===== src/rtl/trig_cfg_pkg.sv =====
// Shared opcode constants and sequencer state encoding for the trigger
// configuration sequencer.
package trig_cfg_pkg;

  localparam logic [3:0] OP_CLRALL  = 4'hF;
  localparam logic [3:0] OP_SETSLOT = 4'hE;
  localparam logic [3:0] OP_INIT    = 4'hD;
  localparam logic [3:0] OP_EN      = 4'hC;
  localparam logic [3:0] OP_DIS     = 4'hB;
  localparam logic [3:0] OP_TIME    = 4'hA;
  localparam logic [3:0] OP_RELOAD  = 4'h9;

  typedef enum logic {
    IDLE  = 1'b0,
    SWEEP = 1'b1
  } state_e;

endpackage


===== src/rtl/trig_sweep_ctr.sv =====
// Sweep address counter: start clears it to 0, step advances it and it
// saturates on the terminal address so it never wraps while sweeping.
module trig_sweep_ctr #(
  parameter int ADDR_W = 4
) (
  input  logic              clk,
  input  logic              clr_n,
  input  logic              start,
  input  logic              step,
  output logic [ADDR_W-1:0] cnt_nxt,
  output logic              last
);

  logic [ADDR_W-1:0] cnt_q;
  logic [ADDR_W-1:0] cnt_d;

  assign last    = (cnt_q == {ADDR_W{1'b1}});
  assign cnt_nxt = cnt_d;

  // next address: restart, advance or hold at the terminal value
  always_comb begin
    cnt_d = cnt_q;
    if (start) begin
      cnt_d = {ADDR_W{1'b0}};
    end else if (step && !last) begin
      cnt_d = cnt_q + {{(ADDR_W-1){1'b0}}, 1'b1};
    end else begin
      cnt_d = cnt_q;
    end
  end

  // counter register
  always_ff @(posedge clk) begin
    if (!clr_n) begin
      cnt_q <= {ADDR_W{1'b0}};
    end else begin
      cnt_q <= cnt_d;
    end
  end

endmodule


===== src/rtl/trig_cfg_seq.sv =====
// Trigger configuration sequencer: decodes host commands into trigger table
// writes, full-table sweeps, enable, delay load and re-arm pulses.
module trig_cfg_seq
  import trig_cfg_pkg::*;
#(
  parameter int ADDR_W = 4,
  parameter int CMD_W  = 4,
  parameter int TIME_W = 16
) (
  input  logic              CLK,
  input  logic              CLR,
  input  logic              cmd_valid,
  input  logic [7:0]        cmd_order,
  input  logic [7:0]        cmd_data,
  output logic              cmd_ready,
  output logic              cmd_drop,
  output logic              tw_en,
  output logic [ADDR_W-1:0] tw_addr,
  output logic [CMD_W-1:0]  tw_data,
  output logic              trig_en,
  output logic [TIME_W-1:0] trig_time,
  output logic              time_valid,
  output logic              arm,
  output logic              busy
);

  state_e             state_q, state_d;
  logic               cmd_ready_q, cmd_ready_d;
  logic               cmd_drop_q, cmd_drop_d;
  logic               tw_en_q, tw_en_d;
  logic [ADDR_W-1:0]  tw_addr_q, tw_addr_d;
  logic [CMD_W-1:0]   tw_data_q, tw_data_d;
  logic               trig_en_q, trig_en_d;
  logic [TIME_W-1:0]  trig_time_q, trig_time_d;
  logic [7:0]         shadow_q, shadow_d;
  logic               time_valid_q, time_valid_d;
  logic               arm_q, arm_d;
  logic               busy_q, busy_d;

  logic               ctr_start_s;
  logic               ctr_step_s;
  logic [ADDR_W-1:0]  ctr_nxt_s;
  logic               ctr_last_s;

  trig_sweep_ctr #(
    .ADDR_W (ADDR_W)
  ) u_sweep_ctr (
    .clk     (CLK),
    .clr_n   (CLR),
    .start   (ctr_start_s),
    .step    (ctr_step_s),
    .cnt_nxt (ctr_nxt_s),
    .last    (ctr_last_s)
  );

  // command decode, sweep sequencing and next values of every output register
  always_comb begin
    state_d      = state_q;
    cmd_drop_d   = 1'b0;
    tw_en_d      = 1'b0;
    tw_addr_d    = tw_addr_q;
    tw_data_d    = tw_data_q;
    trig_en_d    = trig_en_q;
    trig_time_d  = trig_time_q;
    shadow_d     = shadow_q;
    time_valid_d = 1'b0;
    arm_d        = 1'b0;
    ctr_start_s  = 1'b0;
    ctr_step_s   = 1'b0;

    case (state_q)
      IDLE: begin
        if (cmd_valid) begin
          case (cmd_order[7:4])
            OP_CLRALL, OP_INIT: begin
              state_d     = SWEEP;
              ctr_start_s = 1'b1;
              tw_en_d     = 1'b1;
              tw_addr_d   = ctr_nxt_s;
              // tw_data doubles as the latched fill value for the whole sweep
              if (cmd_order[7:4] == OP_INIT) begin
                tw_data_d = cmd_data[CMD_W-1:0];
              end else begin
                tw_data_d = {CMD_W{1'b0}};
              end
            end
            OP_SETSLOT: begin
              tw_en_d   = 1'b1;
              tw_addr_d = cmd_order[ADDR_W-1:0];
              tw_data_d = cmd_data[CMD_W-1:0];
            end
            OP_EN:  trig_en_d = 1'b1;
            OP_DIS: trig_en_d = 1'b0;
            OP_TIME: begin
              if (cmd_order[0]) begin
                trig_time_d  = TIME_W'({cmd_data, shadow_q});
                time_valid_d = 1'b1;
              end else begin
                shadow_d = cmd_data;
              end
            end
            OP_RELOAD: arm_d = 1'b1;
            default: ;
          endcase
        end else begin
          state_d = IDLE;
        end
      end
      SWEEP: begin
        ctr_step_s = 1'b1;
        cmd_drop_d = cmd_valid;
        if (ctr_last_s) begin
          state_d = IDLE;
        end else begin
          tw_en_d   = 1'b1;
          tw_addr_d = ctr_nxt_s;
        end
      end
      default: state_d = IDLE;
    endcase

    busy_d      = (state_d == SWEEP);
    cmd_ready_d = (state_d == IDLE);
  end

  // output and state registers
  always_ff @(posedge CLK) begin
    if (!CLR) begin
      state_q      <= IDLE;
      cmd_ready_q  <= 1'b1;
      cmd_drop_q   <= 1'b0;
      tw_en_q      <= 1'b0;
      tw_addr_q    <= {ADDR_W{1'b0}};
      tw_data_q    <= {CMD_W{1'b0}};
      trig_en_q    <= 1'b1;
      trig_time_q  <= {TIME_W{1'b0}};
      shadow_q     <= 8'h00;
      time_valid_q <= 1'b0;
      arm_q        <= 1'b0;
      busy_q       <= 1'b0;
    end else begin
      state_q      <= state_d;
      cmd_ready_q  <= cmd_ready_d;
      cmd_drop_q   <= cmd_drop_d;
      tw_en_q      <= tw_en_d;
      tw_addr_q    <= tw_addr_d;
      tw_data_q    <= tw_data_d;
      trig_en_q    <= trig_en_d;
      trig_time_q  <= trig_time_d;
      shadow_q     <= shadow_d;
      time_valid_q <= time_valid_d;
      arm_q        <= arm_d;
      busy_q       <= busy_d;
    end
  end

  assign cmd_ready  = cmd_ready_q;
  assign cmd_drop   = cmd_drop_q;
  assign tw_en      = tw_en_q;
  assign tw_addr    = tw_addr_q;
  assign tw_data    = tw_data_q;
  assign trig_en    = trig_en_q;
  assign trig_time  = trig_time_q;
  assign time_valid = time_valid_q;
  assign arm        = arm_q;
  assign busy       = busy_q;

endmodule


===== config.mk =====
export PLATFORM = sky130hd
export DESIGN_NAME = trig_cfg_seq
export DESIGN_NICKNAME = d
export VERILOG_FILES = /design/src/rtl/trig_cfg_pkg.sv /design/src/rtl/trig_sweep_ctr.sv /design/src/rtl/trig_cfg_seq.sv
export SDC_FILE = /design/constraint.sdc
export NUM_CORES = 1
export LEC_CHECK = 0
export CORE_MARGIN = 1.5
export CORE_UTILIZATION = 40
export CTS_CLUSTER_DIAMETER = 80
export DETAILED_ROUTE_END_ITERATION = 12
export PLACE_DENSITY = 0.71
export SYNTH_ARGS = -nofsm -noshare
export SYNTH_HDL_FRONTEND = slang
export SYNTH_HIERARCHICAL = 1
export SYNTH_SLANG_ARGS = --single-unit

===== constraint.sdc =====
create_clock -name CLK -period 2.3 [get_ports CLK]
set_input_delay 0.345 -clock CLK [delete_from_list [all_inputs] [get_ports CLK]]
set_output_delay 0.345 -clock CLK [all_outputs]
set_load 0.01 [all_outputs]

==> metrics.csv <==
metric;value;unit
flow.area_growth_from_synthesis;41.4;%
hold-worst-slack;0.461;ns
relSlewSlack;0.561;
cts.root.buffer_cell;clkbuf_8;
grt.total_usage;0.174;
finalCriticalPeriod;1.83;ns
synthAdderAreaFrac;0.00735;
cp-start-kind;input port;
power.share.sequential;0.488;
syn_area;1700;µm²
placement.io_buffers;49;
route.detailed.drc;0;
clk_path_buf_depth;2;
combinational_family_with_the_most_area_after_synthesis;simple AND/OR/NAND/NOR gates;
route.detailed.wl_per_inst;12.9;µm
most-common-layout-cells;clkdlybuf4s50_1, dfxtp_1, nor2_1, mux2i_1, a21oi_1;
num_vias;1395;
insertedDiodeCount;0;
tritoncts_num_sinks;43;
max_cap_violations;0;
total_switching_power;304;µW
detail_route.iter0.violations;76;
crit_family;simple AND/OR/NAND/NOR gates;
power.ir.vdd_worst;0.000305;V
final-hold-violation-count;0;
sequential_cell_area;861;µm²
multiInputGateArea;786;µm²
layout_worst_path_cycle_share;0.795;
power_total;1.56;mW
total_half_perimeter_wirelength_after_legalization_and_detailed_placement;2620;µm
cts_tree;built;
cpPeakStageDelay;0.49;ns
path_category_of_the_worst_min_delay_check;register to register;
start_util;0.420;
clkLatencyLatePin;0.28;ns
cellInternalPower;1.26;mW
ys_seq_area_frac;0.506;
grt_first_pass_wirelength;6000;µm
layout.filler_cells;355;
slew_violations;0;
cp_cell_sequence;clkdlybuf4s50_1 > and4b_1 > and2_1 > or4_1 > o21ai_1 > mux2i_1 > a21oi_1;
dieArea;4660;µm²
row_count;23;
cts_made_buffers;5;
grt_remaining_overflow;0;
rsz0062_at_grt;no;
syn_area_cell;9.96;µm²
detail_route.vias_per_cell;4.98;
cts_post_setup_buffers_inserted;0;
hold_path_end;tw_data[3]$_SDFFE_PN0P_;
total_of_flip_flops_plus_latches_after_synthesis;43;
clock_power_share;0.430;
synth_xor_area_frac;0;
cp-end-kind;register;
core_area;4060;µm²
clock_tree.htree_level_count;2;
initial_antenna_violation_count;0;
fin_nets;249;
critical_path_class;input port to register;
route.final.wire_length;3600;µm
floorplan.die.width;68.2;µm
postCtsHoldBufs;0;
leakagePower;1.02;nW
synth_compound_gate_area_share;0.0852;
worst_ep_arrival_time;2.05;ns
timing.critical_path.fanout_max;4;
gp_routability_congestion;0.829;
worst_setup_hold_path_clk_slew;0.08;ns
hold_path.startpoint;tw_data[3]$_SDFFE_PN0P_;
most_frequent_standard_cell_in_the_layout_excluding_fill_and_tap_cells;clkdlybuf4s50_1;
timing.rr.start;busy$_SDFF_PN0_;
power-per-cell-area;649;nW/µm²
switching_share;0.194;
cts_resized;0;
synth_nets;191;
post_route_cells_drive_above_1_share;0.0783;
finalSetupViolCount;0;
run_status;completed;
worstPathBufferInverterCount;1;
synth_cell_types;30;
worst_r2r_path_depth;6;
post_synth_mux_area_share;0.170;
required_time_of_the_critical_path;2.52;ns
whs_path_depth;2;
length_of_the_first_detailed_routing_pass_in_iterations;4;
syn-instance-count;171;
clock.fmax;547;MHz
crit_path_top_delay_cell;clkdlybuf4s50_1;
max_slew.worst_pin.slew;0.651;ns
fin_setup_tns;0;ns
timing.rr.end;trig_time[12]$_SDFFE_PN0P_;
vias_in_the_first_global_route;1332;
yosysWarningCount;6;
pin_count_of_the_biggest_net_entering_global_routing;29;
timing.reg2reg.setup_slack;0.58;ns
floorplan.die.height;68.2;µm
drtAntennaViolNets;0;
synth-simple-area-share;0.198;
design.portCount;50;
fin_worst_skew;0.00551;ns
comb_power_share;0.081;
## per-stage QoR
stage                      util  cell area, µm²  instances  worst slack, ns
after floorplan               -            1700        171            0.466
after global placement    0.561            2270        272            0.213
after detailed placement  0.561            2270        272            0.182
after CTS                 0.593            2410        280            0.464
after global routing      0.593            2410        280            0.333
final                     0.593            2410        280            0.470
## routing by layer
layer | share of wire | wire [µm] | global-route usage | vias up
met3 | 0.032 | 116 | 0.0345 | 5
met4 | 0.013 | 46 | 0.0675 | 0
met2 | 0.47 | 1700 | 0.267 | 28
met1 | 0.48 | 1740 | 0.240 | 653
met5 | 0 | 0 | 0 | -
li1 | - | - | - | 709
## registers in the layout (all words and copies together) (netlist names)
register and count:
cmd_ready 1, trig_time 16, cmd_drop 1, tw_addr 4, trig_en 1, u_sweep_ctr/cnt_q 4
tw_en 1, time_valid 1, shadow_q 8, busy 1, tw_data 4, arm 1
## power by group through the flow
stage | Clock (mW) | Sequential [mW] | Combinational (mW)
after CTS | 0.689 | 0.763 | 0.128
final | 0.672 | 0.763 | 0.127
after global routing | 0.728 | 0.764 | 0.139
after floorplan | 0 | 0.786 | 0.0448
after global placement | 0 | 0.780 | 0.127
after detailed placement | 0 | 0.780 | 0.127
## kinds of logic after synthesis
| family | count (synthesis) |
|---|---|
| buffers and inverters | 11 |
| DFF | 43 |
| and+or+nand+nor | 61 |
| AOI/OAI and AO/OA | 26 |
| muxes | 29 |
| adders and majority gates | 1 |
## area by class of cell
cell class / count / share of cell area
flip-flops and latches: 43 / 0.358
multi-input cells: 117 / 0.326
repair buffers: 56 / 0.226
clock buffers: 6 / 0.0301
well taps: 50 / 0.0260
clock inverters: 2 / 0.0249
inverters: 6 / 0.00936
## worst max-delay path by stage
stage / from / to / slack (ns) / cells past startpoint
2_1_floorplan: busy$_SDFF_PN0_ / tw_addr[0]$_SDFFE_PN0P_ / 0.47 / 6
3_3_place_gp: cmd_valid / tw_addr[0]$_SDFFE_PN0P_ / 0.21 / 7
3_5_place_dp: cmd_valid / tw_addr[0]$_SDFFE_PN0P_ / 0.18 / 7
4_1_cts: cmd_valid / tw_addr[0]$_SDFFE_PN0P_ / 0.46 / 7
5_1_grt: cmd_valid / tw_addr[0]$_SDFFE_PN0P_ / 0.33 / 7
6_report: cmd_valid / tw_addr[0]$_SDFFE_PN0P_ / 0.47 / 7
## synth_stat cells
| cell | instances | area share |
|---|---|---|
| clkbuf_1 | 3 | 0.0066 |
| nand3_1 | 2 | 0.0059 |
| nor3_1 | 2 | 0.0059 |
| a21oi_1 | 10 | 0.029 |
| nor3_2 | 1 | 0.0059 |
| and3_1 | 1 | 0.0037 |
| inv_1 | 5 | 0.011 |
| o21a_1 | 1 | 0.0044 |
| nor3_4 | 1 | 0.0096 |
| mux2i_1 | 29 | 0.17 |
| or4_1 | 1 | 0.0044 |
| dfxtp_1 | 43 | 0.51 |
| ha_1 | 1 | 0.0073 |
| nor2b_1 | 3 | 0.011 |
| o21ai_0 | 8 | 0.024 |
| and2_1 | 2 | 0.0073 |
| a21o_1 | 1 | 0.0044 |
| nand2_1 | 4 | 0.0088 |
| and4b_1 | 2 | 0.012 |
| nand4_1 | 2 | 0.0073 |
| or3_1 | 1 | 0.0037 |
| nand4b_1 | 2 | 0.010 |
| nand2b_1 | 5 | 0.018 |
| a21boi_0 | 1 | 0.0044 |
| o21ai_1 | 2 | 0.0059 |
| inv_2 | 1 | 0.0022 |
| a22oi_1 | 3 | 0.013 |
| nor2_1 | 31 | 0.068 |
| buf_6 | 2 | 0.013 |
| nand4bb_4 | 1 | 0.016 |
## worst reg2reg max path, delay by kind of cell (launching register included)
family / cells / cell delay (ns)
buffers and inverters: 2 / 0.41
flip-flops: 1 / 0.31
AND/OR/NAND/NOR: 3 / 0.71
multiplexers: 1 / 0.19
Note: power is estimated with default switching activity, not from simulation.
